===== config.mk =====
export PLATFORM = sky130hd
export DESIGN_NAME = bit_4
export DESIGN_NICKNAME = d
export VERILOG_FILES = /design/src/rtl/bit_4.sv
export SDC_FILE = /design/constraint.sdc
export NUM_CORES = 1
export LEC_CHECK = 0
export BUFFER_PORTS_ARGS = -buffer_cell sky130_fd_sc_hd__buf_2
export CORE_AREA = 2 2 39 41
export CTS_CLUSTER_DIAMETER = 60
export DETAILED_ROUTE_END_ITERATION = 10
export DIE_AREA = 0 0 41 43
export PLACE_DENSITY = 0.61
export SYNTH_ARGS = -nofsm -noshare
export SYNTH_HDL_FRONTEND = slang
export SYNTH_SLANG_ARGS = --single-unit

===== constraint.sdc =====
create_clock -name clk -period 0.8 [get_ports clk]
set_input_delay 0.08 -clock clk [delete_from_list [all_inputs] [get_ports clk]]
set_output_delay 0.08 -clock clk [all_outputs]
set_load 0.05 [all_outputs]

===== src/rtl/bit_4.sv =====
// bit_4: registered 4-bit carry-lookahead adder with group P/G and overflow flags
module bit_4 (
    input  logic       clk,
    input  logic       rst,
    input  logic [3:0] A,
    input  logic [3:0] B,
    input  logic       cin,
    output logic [3:0] S,
    output logic       cout,
    output logic       P,
    output logic       G,
    output logic       ovf
);
    logic [3:0] p, g;
    logic [4:0] c;
    logic [3:0] s_d, s_q;
    logic       cout_d, cout_q, p_d, p_q, g_d, g_q, ovf_d, ovf_q;

    // Lookahead carries are flat sum-of-products so no carry ripples bit to bit
    always_comb begin
        p      = A ^ B;
        g      = A & B;
        c[0]   = cin;
        c[1]   = g[0] | (p[0] & c[0]);
        c[2]   = g[1] | (p[1] & g[0]) | (p[1] & p[0] & c[0]);
        c[3]   = g[2] | (p[2] & g[1]) | (p[2] & p[1] & g[0]) | (p[2] & p[1] & p[0] & c[0]);
        c[4]   = g[3] | (p[3] & g[2]) | (p[3] & p[2] & g[1]) | (p[3] & p[2] & p[1] & g[0])
               | (p[3] & p[2] & p[1] & p[0] & c[0]);
        s_d    = p ^ c[3:0];
        cout_d = c[4];
        p_d    = &p;
        g_d    = g[3] | (p[3] & g[2]) | (p[3] & p[2] & g[1]) | (p[3] & p[2] & p[1] & g[0]);
        ovf_d  = c[3] ^ c[4];
    end

    // Every output is a flop; reset clears them at once and drops any pending result
    always_ff @(posedge clk or posedge rst) begin
        if (rst) begin
            s_q    <= '0;
            cout_q <= 1'b0;
            p_q    <= 1'b0;
            g_q    <= 1'b0;
            ovf_q  <= 1'b0;
        end else begin
            s_q    <= s_d;
            cout_q <= cout_d;
            p_q    <= p_d;
            g_q    <= g_d;
            ovf_q  <= ovf_d;
        end
    end

    assign S    = s_q;
    assign cout = cout_q;
    assign P    = p_q;
    assign G    = g_q;
    assign ovf  = ovf_q;
endmodule


# Word level (Yosys, flattened, before mapping)

Index checks and enable logic that the tools add are counted.

Flip-flop bits (word level): 8
Bits of input ports: 11
Output and inout port bits: 8

Bitwise gates (word level): 30
Reductions and logical operators: 1

Operator list:

| cell                | count |
|---|---|
| bitwise AND 1 bit   | 16 |
| OR 1 bit            | 10 |
| bitwise XOR 4 bit   | 2 |
| bitwise AND 4 bit   | 1 |
| AND reduction 4 bit | 1 |
| bitwise XOR 1 bit   | 1 |

# Longest topological paths before layout

Depth after elaboration: 7
Gate-level depth with buffers: 5

# Worst setup path after synthesis

No wires, ideal clock.

Kind: input to register
From: input port A[1]
To: register ovf_q, in the netlist ovf
Setup time: 0.123 ns
Arrival time: 0.947 ns
Path slack: -0.270 ns
Stages: 5
Path buffers: 0
Cells stage by stage: ha_1 a21oi_1 o221ai_2 xnor2_1 o21ai_1

Longest elaborated chain between the ends: 6
Elaborated cells on any way between the ends: 19

RTL lines:

| item                                                          | RTL line   | source |
|---|---|---|
| from (decl)                                                   | 5          | `input logic [3:0] A,` |
| bitwise AND 4 bit / bitwise XOR 4 bit (equally long branches) | 22, 21     |  |
| bitwise AND 1 bit (on tied branches)                          | 26, 27, 28 |  |
| OR 1 bit (tied with other cells) (2 in a row)                 | 26         | `c[3] = g[2] \| (p[2] & g[1]) \| (p[2] & p[1] & g[0]) \| (p[2] & p[1] & p[0] & c[0]);` |
| OR 1 bit (on tied branches)                                   | 26, 28     |  |
| bitwise XOR 1 bit *                                           | 33         | `ovf_d = c[3] ^ c[4];` |
| net ovf_d                                                     | 17         | `logic cout_d, cout_q, p_d, p_q, g_d, g_q, ovf_d, ovf_q;` |
| to (signal assigned)                                          | 49         | `ovf_q <= ovf_d;` |
| to (decl)                                                     | 17         |  |

Mark *: on every way through the listed nets, which the timed path passes. The rest lies on a longest branch.

# Worst setup path in the final report

From: input port A[2]
To: register ovf_q, in the netlist ovf

Longest elaborated chain between the ends: 7
Elaborated cells on any way between the ends: 22

RTL lines:

| item                                                          | RTL line | source |
|---|---|---|
| bitwise AND 4 bit / bitwise XOR 4 bit (equally long branches) | 22, 21   |  |
| bitwise AND 1 bit (on tied branches)                          | 27, 28   |  |
| OR 1 bit (tied with other cells) (2 in a row)                 | 27       | `c[4] = g[3] \| (p[3] & g[2]) \| (p[3] & p[2] & g[1]) \| (p[3] & p[2] & p[1] & g[0])` |
| OR 1 bit / bitwise AND 1 bit (equally long branches)          | 27, 28   |  |
| OR 1 bit                                                      | 28       | `\| (p[3] & p[2] & p[1] & p[0] & c[0]);` |
| bitwise XOR 1 bit *                                           | 33       |  |
| net ovf_d                                                     | 17       |  |

Marked as above.

==> results.json <==
{
  "status": "finished, violations left",
  "failed_checks": "negative setup slack",
  "routed_wl_um": 922,
  "cts_max_level": 1,
  "die_area_um2": 1763,
  "synth_ff_type": "dfrtp_1",
  "worstSetupStartpointType": "input port",
  "tritoncts": "built",
  "clock-root-buffer": "clkbuf_4",
  "drt-initial-drc-count": 1,
  "ys_ff_latch": 8,
  "clk_path_buf_depth": 2,
  "setup_viol_count_final": 9,
  "grtUsageTotal": 0.1240,
  "rsz0062_at_grt": "yes",
  "synthCells": 38,
  "syn_area_um2": 421.7,
  "drv_cap": 0,
  "worstPathArrival_ns": 1.00,
  "grt_max_degree": 9,
  "fin_crit_sh": 1.092,
  "irDropWorstVdd_mv": 0.5934,
  "antenna_found_initial": 0,
  "final_hold_viol_count": 0,
  "nets": 89,
  "cts_sinks": 8,
  "place.gp.congestion": 0.7511,
  "slew_headroom": 0.8117,
  "dieWidth_um": 41,
  "hold_slack_ns": 0.1556,
  "pwr-share-comb": 0.486,
  "slowest_delay_ns": 0.29,
  "power.switching_mw": 0.5453,
  "drv_slew": 0,
  "powerDensity_nw_per_um2": 1809,
  "most-common-layout-cells": "buf_6, buf_4, dfrtp_1",
  "synth_cell_types": 19,
  "grt-ovfl-total": 0,
  "critical_path.slowest_cell": "ha_4",
  "hp-class": "in -> reg",
  "ys_warn_count": 0,
  "postRouteAntennaNets": 0,
  "clockPowerShare": 0.191,
  "fin_area_um2": 839.6,
  "path_max_fanout": 4,
  "cts.reportedPaths.clkPinSlew_ns": 0.05,
  "drive_gt1_frac": 0.6479,
  "crit_chain": "buf_6 > ha_4 > nand2_2 > o221ai_2 > xnor2_2 > o21ai_1",
  "start_util": 0.3047,
  "power_frac_seq": 0.324,
  "syn_to_final_growth_pct": 99.11,
  "synth-edff-count": 0,
  "wl_per_cell_um": 10.60,
  "pre_cts_ws_ns": -0.3220,
  "swShare": 0.3590,
  "via_count": 394,
  "die_h_um": 43,
  "dr.pass1.iters": 4,
  "placed_area_um2": 655.6,
  "grt_pass1_vias": 411,
  "worst_slack_ns": -0.07324,
  "synthesis.nets": 54,
  "rows": 14,
  "portBuffers": 18,
  "avgSynthCellArea_um2": 11.10,
  "drc_errors": 0,
  "synth-seq-area-share": 0.4748,
  "worst_slew_pin_slew_ns": 0.2821,
  "viasPerCell": 4.529,
  "final.min_clock_period_ns": 0.8732,
  "cp-end-kind": "flop",
  "diodes": 0,
  "critical_path_required_ns": 0.92,
  "p_int_mw": 0.9738,
  "core_um2": 1384,
  "setup-tns-final_ns": -0.4150,
  "timing.fmax_mhz": 1145,
  "ios": 19,
  "final_common_cell": "buf_6",
  "postSynth.asyncResetShare": 1.000,
  "p_leak_nw": 0.3784,
  "cts_buffers": 3,
  "path_class": "in -> reg",
  "grt_pass1_wl_um": 1518
}
## path summary, 6_finish.rpt
check,depth (start not counted),end,from,slack (ns)
worst max-delay path,6,ovf$_DFF_PP0_,A[2],-0.07
max in group asynchronous,3,S[1]$_DFF_PP0_,rst,0.27
min in group asynchronous,3,P$_DFF_PP0_,rst,0.31
worst min-delay path,3,ovf$_DFF_PP0_,A[2],0.16
## metrics by stage
| stage | power (mW) | util | cells |
|---|---|---|---|
| after global routing | 1.596 | 0.6067 | 87 |
| after detailed placement | 1.071 | 0.4738 | 81 |
| final | 1.519 | 0.6067 | 87 |
| after floorplan | 0.8857 | - | 38 |
| after global placement | 1.063 | 0.4738 | 81 |
| after CTS | 1.500 | 0.5787 | 86 |
## final cells by class
cell class | instances | area [µm²]
fill | 107 | 544.3
multi-input combinational | 27 | 302.8
timing repair buffer | 30 | 282.8
sequential | 8 | 200.2
clock buffer | 3 | 22.52
tap | 16 | 20.02
inverter | 3 | 11.26
## power by group through the flow
stage / Sequential, mW / Clock, mW / Combinational (mW)
6_report: 0.492 / 0.289 / 0.738
2_1_floorplan: 0.706 / 0 / 0.180
5_1_grt: 0.498 / 0.313 / 0.784
4_1_cts: 0.493 / 0.303 / 0.704
3_3_place_gp: 0.481 / 0 / 0.581
3_5_place_dp: 0.484 / 0 / 0.587
## synth_stat cells (all sizes together) (2+ instances only)
library cell | number | area [µm²]
dfrtp | 8 | 200.2
nor2 | 5 | 18.77
ha | 4 | 50.05
nand2 | 4 | 17.52
inv | 3 | 11.26
a21oi | 2 | 13.76
o21ai | 2 | 10.00
xnor2 | 2 | 17.52
## state kept, by name, summed over array words and instances, names as in the netlist
name,cells
ovf,1
S,4
P,1
G,1
cout,1
## metal layers
metal	share of wire	routed length, µm	track usage	vias up
met1	0.37	344	0.1205	184
met2	0.56	518	0.2313	14
li1	-	-	-	196
met4	0	0	0.06000	0
met3	0.064	59	0.01571	0
met5	0	0	0	-
## cell families after synthesis
| kind of cell | synth area share |
|---|---|
| and+or+nand+nor | 0.1247 |
| AOI/OAI and AO/OA | 0.1454 |
| DFF | 0.4748 |
| adders and majority gates | 0.1662 |
| xor gates and xnor gates | 0.06233 |
| buffers and inverters | 0.02670 |
## what timing repair did
action,4_1_cts,5_1_grt
endpoints found under the hold margin,8,0
pin swaps,8,5
endpoints found under the setup margin,11,11
setup buffers,1,1
hold buffers,1,0
gates resized for setup,25,8
## worst max-delay path: cells and delay by family
family | cells | cell delay [ns]
compound gates | 2 | 0.33
fa+ha+maj | 1 | 0.29
xor+xnor | 1 | 0.14
buf+inv | 1 | 0.10
simple gates | 1 | 0.06
Power figures use the tool's default switching activity.
